[config.mk]
export PLATFORM = sky130hd
export DESIGN_NAME = rate_detector
export DESIGN_NICKNAME = d
export VERILOG_FILES = /design/src/rtl/rate_detector.sv
export SDC_FILE = /design/constraint.sdc
export NUM_CORES = 1
export LEC_CHECK = 0
export BUFFER_PORTS_ARGS = -buffer_cell sky130_fd_sc_hd__buf_4
export CAP_MARGIN = 20
export CORE_UTILIZATION = 32
export CTS_BUF_LIST = sky130_fd_sc_hd__clkbuf_4
export CTS_CLUSTER_SIZE = 25
export DETAILED_ROUTE_END_ITERATION = 8
export PLACE_DENSITY_LB_ADDON = 0.12
export SYNTH_ARGS = -nofsm -noshare
export SYNTH_HDL_FRONTEND = slang
export SYNTH_SLANG_ARGS = --single-unit
[constraint.sdc]
create_clock -name ClockIn -period 4.45 [get_ports ClockIn]
set_clock_uncertainty 0.05 [all_clocks]
set_input_delay 0.445 -clock ClockIn [delete_from_list [all_inputs] [get_ports ClockIn]]
set_output_delay 0.445 -clock ClockIn [all_outputs]
set_load 0.02 [all_outputs]
[src/rtl/rate_detector.sv]
// Recovers the 2-bit speed code of a single-cycle enable pulse stream by
// measuring the interval between pulses, and tallies pulses modulo 16.
module rate_detector #(
  parameter int CLOCK_FREQUENCY = 50000000
) (
  input  logic       ClockIn,
  input  logic       Reset,
  input  logic       Pulse,
  output logic [1:0] Speed,
  output logic       Locked,
  output logic       Error,
  output logic [3:0] PulseCount
);

  localparam int IW = $clog2(4 * CLOCK_FREQUENCY + 1);
  localparam logic [IW-1:0] INTERVAL_MAX = IW'(4 * CLOCK_FREQUENCY);
  localparam logic [IW-1:0] INTERVAL_ONE = IW'(1);

  typedef enum logic [1:0] {
    S_IDLE,
    S_FIRST,
    S_CAND,
    S_LOCKED
  } state_t;

  state_t        r_state;
  logic [IW-1:0] r_interval;
  logic [1:0]    r_cand;
  logic [1:0]    r_speed;
  logic          r_locked;
  logic          r_error;
  logic [3:0]    r_pulse_count;

  logic [3:0]    w_match;
  logic          w_valid;
  logic [1:0]    w_class;
  logic          w_at_max;

  // Class gi corresponds to a period of 1, CF, 2*CF or 4*CF cycles.
  generate
    for (genvar gi = 0; gi < 4; gi++) begin : g_class
      localparam int PERIOD = (gi == 0) ? 1 :
                              (gi == 1) ? CLOCK_FREQUENCY :
                              (gi == 2) ? 2 * CLOCK_FREQUENCY :
                                          4 * CLOCK_FREQUENCY;
      assign w_match[gi] = (r_interval == IW'(PERIOD));
    end
  endgenerate

  assign w_valid  = |w_match;
  assign w_at_max = (r_interval == INTERVAL_MAX);

  always_comb begin
    w_class = 2'd0;
    if (w_match[3])      w_class = 2'd3;
    else if (w_match[2]) w_class = 2'd2;
    else if (w_match[1]) w_class = 2'd1;
  end

  always_ff @(posedge ClockIn) begin
    if (Reset) begin
      r_state       <= S_IDLE;
      r_interval    <= '0;
      r_cand        <= 2'd0;
      r_speed       <= 2'd0;
      r_locked      <= 1'b0;
      r_error       <= 1'b0;
      r_pulse_count <= 4'd0;
    end else begin
      r_error <= 1'b0;
      if (Pulse) r_pulse_count <= r_pulse_count + 4'd1;

      if (r_state == S_IDLE) begin
        // First pulse only arms the measurement; there is no prior reference.
        if (Pulse) begin
          r_state    <= S_FIRST;
          r_interval <= INTERVAL_ONE;
        end else begin
          r_interval <= '0;
        end
      end else if (Pulse) begin
        r_interval <= INTERVAL_ONE;
        case (r_state)
          S_FIRST: begin
            if (w_valid) begin
              r_cand  <= w_class;
              r_state <= S_CAND;
            end else begin
              r_error <= 1'b1;
            end
          end
          S_CAND: begin
            if (w_valid && (w_class == r_cand)) begin
              r_speed  <= w_class;
              r_locked <= 1'b1;
              r_state  <= S_LOCKED;
            end else if (w_valid) begin
              r_cand <= w_class;
            end else begin
              r_error <= 1'b1;
              r_state <= S_FIRST;
            end
          end
          S_LOCKED: begin
            if (w_valid && (w_class == r_speed)) begin
              r_state <= S_LOCKED;
            end else if (w_valid) begin
              r_error  <= 1'b1;
              r_locked <= 1'b0;
              r_cand   <= w_class;
              r_state  <= S_CAND;
            end else begin
              r_error  <= 1'b1;
              r_locked <= 1'b0;
              r_state  <= S_FIRST;
            end
          end
          default: r_state <= S_IDLE;
        endcase
      end else if (w_at_max) begin
        // Longest legal period elapsed with no pulse: drop back and rearm.
        r_error    <= 1'b1;
        r_locked   <= 1'b0;
        r_state    <= S_IDLE;
        r_interval <= '0;
      end else begin
        r_interval <= r_interval + INTERVAL_ONE;
      end
    end
  end

  assign Speed      = r_speed;
  assign Locked     = r_locked;
  assign Error      = r_error;
  assign PulseCount = r_pulse_count;

endmodule

# Word-level counts from Yosys, hierarchy flattened
# Cells that the tools add are included.
[totals]
in_bits = 3
regBits = 40
wordCells = 70
[op_classes]
bitwise_logic = 1
n_eq_ne = 17
mux = 32
reduce_logical = 11
addsub = 2
[op_table]
columns = ["operator", "n"]
rows = [
  ["2-to-1 mux 28 bit", 3],
  ["adder 28 x 1 -> 28 bit (second input constant)", 1],
  ["equality test 28 x 1 -> 1 bit (second input constant)", 1],
  ["equality test 28 x 26 -> 1 bit (second input constant)", 1],
  ["equality test 28 x 27 -> 1 bit (second input constant)", 1],
  ["equality test 28 bit (second input constant)", 1],
  ["2-to-1 mux 2 bit", 14],
  ["case mux 2 bit (3 select lines)", 2],
  ["2-to-1 mux 1 bit", 11],
  ["AND reduction 5 bit", 2],
  ["AND reduction 4 bit", 2],
  ["!= test 2 bit (second input constant)", 3],
  ["!= test 3 bit (second input constant)", 2],
  ["!= test 5 bit (second input constant)", 1],
  ["adder 4 x 1 -> 4 bit (second input constant)", 1],
  ["equality test 2 bit", 2],
  ["equality test 2 bit (second input constant)", 2],
  ["!= test 4 bit (second input constant)", 1],
  ["OR reduction 4 bit", 1],
  ["!= test 3 x 1 -> 1 bit (second input constant)", 1],
  ["case mux 1 bit (3 select lines)", 1],
  ["nonzero test 3 bit", 1],
  ["equality test 2 x 1 -> 1 bit (second input constant)", 1],
  ["logical AND 1 bit", 2],
  ["other kinds (5)", 5],
]

# Depth between registers and ports, before layout
[depth]
depth_word = 10
depth_mapped = 10
ltp_nobuf = 10

# Least setup slack after synthesis
# No wires, ideal clock.
[synth_path]
path_kind = "reg-to-reg"
start = "register r_interval[11]"
end = "register r_cand[0]"
setup_time_ns = 0.128
required_ns = 4.272
arrival_ns = 2.326
path_stages_with_launch = 9
slack_ns = 1.946
synth_period_minus_slack_ns = 2.504
cell_sequence = "dfxtp_1 or4_4 or4_4 o2bb2a_4 xnor2_2 o41ai_1 a21oi_2 mux2i_1 nor2_1"
[synth_via]
elab_chain_cells = 8
elab_cells_between_ends = 19
classes_between = "eq/ne: 8; mux: 7; reduce/logical: 4"
[synth_lines]
columns = ["item", "line_no", "source"]
rows = [
  ["from (decl)", "27", "logic [IW-1:0] r_interval;"],
  ["from (signal assigned)", "127", "r_interval <= r_interval + INTERVAL_ONE;"],
  ["equality test 28 x 26 -> 1 bit", "46", "assign w_match[gi] = (r_interval == IW'(PERIOD));"],
  ["2-to-1 mux 1 bit", "57", "else if (w_match[1]) w_class = 2'd1;"],
  ["2-to-1 mux 2 bit", "56", "else if (w_match[2]) w_class = 2'd2;"],
  ["2-to-1 mux 2 bit", "55", "if (w_match[3]) w_class = 2'd3;"],
  ["equality test 2 bit (on tied branches)", "105, 93", ""],
  ["logical AND 1 bit (on tied branches)", "105, 93", ""],
  ["!= test 2 bit (no source line)", "-", ""],
  ["AND reduction 5 bit (no source line)", "-", ""],
  ["to (signal assigned)", "86", "r_cand <= w_class;"],
  ["to (signal assigned)", "98", "r_cand <= w_class;"],
  ["to (signal assigned)", "110", "r_cand <= w_class;"],
  ["to (decl)", "28", "logic [1:0] r_cand;"],
]
# Several ways; a longest one is shown, not always the timed one. The select of a mux whose other input is x is not followed.
# A chain may end at the register's enable or synchronous reset.

# Worst setup path after layout
[layout_path]
start = "register r_interval[13]"
end = "register r_interval[14]"
[layout_via]
elab_chain_cells = 4
elab_cells_between_ends = 5
classes_between = "add/sub: 1; eq/ne: 1; mux: 3"
[layout_lines]
columns = ["item", "line_no", "source"]
rows = [
  ["adder 28 x 1 -> 28 bit / equality test 28 bit (equally long branches)", "127, 51", ""],
  ["2-to-1 mux 28 bit (*)", "120", "end else if (w_at_max) begin"],
  ["2-to-1 mux 28 bit (*)", "81", "end else if (Pulse) begin"],
  ["2-to-1 mux 28 bit (*)", "73", "if (r_state == S_IDLE) begin"],
]
# Every way passes the cells marked *; elsewhere a longest branch is shown, timed or not.

==> run summary <==
Top-area cell type share of the netlist area: 0.366
Post-CTS setup buffers: 0
Routed WL: 4.89 mm
Nets: 279
DRC viols: 0
Maximum vdd drop: 0.124 mV
Fmax: 0.362 GHz
TritonRoute pass-1 iters: 4
# placed instances: 342
Post-synth EDFFs: 0
Slew headroom: 0.373
Post-synth top area cell: dfxtp_1
Most common cell in the netlist: nor2_1
Final std cells w/o fill: 350
Pwr dens: 248 nW/um2
Routed Antenna Nets: 0
Largest family of logic cells by synthesized area: simple AND/OR/NAND/NOR gates
Top-level I/O count: 11
Mux cell area share after synthesis: 0.0137
CTS Hold Bufs: 0
Clock Power Share: 0.313
Crit start category: flip-flop
Synth Area in XOR/XNOR: 0.131
Yosys warnings: 0
Final HPWL DP: 3.60 mm
Post-Synth Adder-Cell Area: 0.0228
Clk_lat worst skew: 0.36 ns
Slew @ Worst Pin: 0.938 ns
Average wire per standard cell: 14.0 um
Post-Synth Simple-Gate Area: 0.346
N_diodes: 0
Via count: 1842
Initial DRC count: 81
Most used DFF post-synth: dfxtp_1
Period Utilization, post-route: 0.621
Minimum clock period: 2.77 ns
Ys async rst share: 0
IO Port Bufs: 10
Final Wtd Congestion: 0.818
Total power: 588 uW
Comb pwr share: 0.061
Initial antenna violation count: 0
Sequential share of power: 0.627
Switching pwr: 154 uW
Most frequent cells after synthesis: nor2_1 (49), dfxtp_1 (40), xor2_1 (18)
Kind of critical path: reg -> reg
CP Cell Sequence: or4_4, nor4_1, a21oi_1, nand2_1, nor2_1
P_int: 434 uW
Crit-path leading delay family: simple AND/OR/NAND/NOR gates
Setup crit end kind: flip-flop
Worst Path Required: 4.62 ns
Leak Pwr: 0.833 nW
Final setup viols: 0
Die X: 84.7 um
Synthesized area per cell: 8.24 um2
Clk buf depth: 2
RSZ-0062 raised after global routing: no
Crit path buf inv count: 0
Top cells by area, synth: dfxtp_1 (37%), nor2_1 (8.4%), xor2_1 (7.2%)
CTS buffer count: 5
Vias in the first global route: 1684
Root buffer cell: clkbuf_4
Clk sinks: 40
Sequential share of the synthesized area: 0.366
Maxcap violations: 0
Area Growth Syn to Fin: 8.17%
Overflow after GRT: 0
CP max-delay cell: nand2_1
Max-slew violation count: 0
Die area: 7180 um2
Post-synthesis compound-gate area fraction: 0.0879
Number of vias per cell: 5.26
Initial core utilization: 0.337
Die Height: 84.7 um
CP max FO: 27
Final Hold Violating Endpoints: 0
Largest net degree at the start of global routing: 28
H-tree levels: 2
Min-delay worst type: in -> reg
Syn Inst Count: 266
Synthesized flop and latch total: 40
Layout cells sized above 1: 0.0989
Global-route wire length before repair: 8.35 mm
Core area: 6490 um2
Max incr delay on CP: 0.74 ns
PostCTS Resize Cnt: 0
Mapped Nets: 273
Sw frac: 0.262
GRT Overall Usage: 0.147
Fin util: 0.365
Syn Std Cell Area: 2190 um2
Clock slew at reported path FFs: 0.12 ns
Crit path DAT: 2.93 ns
Fin Setup TNS: 0 ns
Rows: 29
Number of distinct library cells after synthesis: 46
Status: finished clean
CTS tree: done
[final cells by class]
| type | count | area, um2 |
|---|---|---|
| multi-input cells | 207 | 1320 |
| clock inverters | 3 | 13.8 |
| inverters | 8 | 30.0 |
| well taps | 77 | 96.3 |
| fillers | 669 | 4130 |
| flip-flops and latches | 40 | 801 |
| clock buffers | 5 | 37.5 |
| repair buffers | 10 | 75.1 |
[worst paths after layout]
kind	start	cells past startpoint	to	slack, ns
worst min register to register	Locked	2	Locked	0.43
worst min-delay path	Reset	2	Speed[0]	0.32
worst max-delay path	r_interval[13]	5	r_interval[14]	1.68
worst max register to register	r_interval[13]	5	r_interval[14]	1.68
[kinds of logic (layout without fill, tap and decap cells)]
family	after synthesis	count (layout)
AND/OR/NAND/NOR	142	142
flip-flops	40	40
XOR/XNOR	31	31
AO/OA/AOI/OAI	27	27
buffers and inverters	19	26
adder cells (fa/ha/maj)	4	4
multiplexers	3	3
[power by group through the flow]
stage	Sequential [mW]	Clock, mW	Combinational [mW]
finish	0.369	0.184	0.0356
global route	0.370	0.208	0.0400
CTS	0.368	0.192	0.0360
detailed placement	0.376	0	0.0358
global placement	0.376	0	0.0363
floorplan	0.376	0	0.0240
[state kept, by name, indices dropped and copies added, names as in the netlist]
signal and flops:
r_state 2, Error 1, r_interval 28, r_cand 2, PulseCount 4, Speed 2, Locked 1
[per-stage QoR]
step | area (um2) | hold slack [ns] | setup slack (ns)
after floorplan | 2190 | 0.433 | 1.95
after global placement | 2320 | 0.413 | 1.66
after detailed placement | 2320 | 0.419 | 1.64
after CTS | 2370 | 0.300 | 1.62
after global routing | 2370 | 0.303 | 1.32
final | 2370 | 0.315 | 1.68
[layer usage]
layer,part of all wire,global-route usage,vias to the layer above
li1,-,-,947
met1,0.52,0.197,845
met2,0.43,0.231,42
met3,0.036,0.0305,8
met4,0.019,0.0570,0
met5,0,0,-
[layout by cell type (no fill, tap or decap), types with 4 or more instances in the layout]
master    synthesis  routed
dfxtp_1          40      40
nand3_1          13      13
buf_4             0      10
nand2_1          17      17
nor2_1           49      49
inv_1             8       8
and4_1            4       4
clkbuf_4          0       5
nand4_1           9       9
xnor2_1          11      11
and3_1            8       8
xor2_1           18      18
nor4_1            9       9
ha_1              4       4
a21oi_1           8       8
nor3_1            6       6
(Power assumes the default switching activity.)
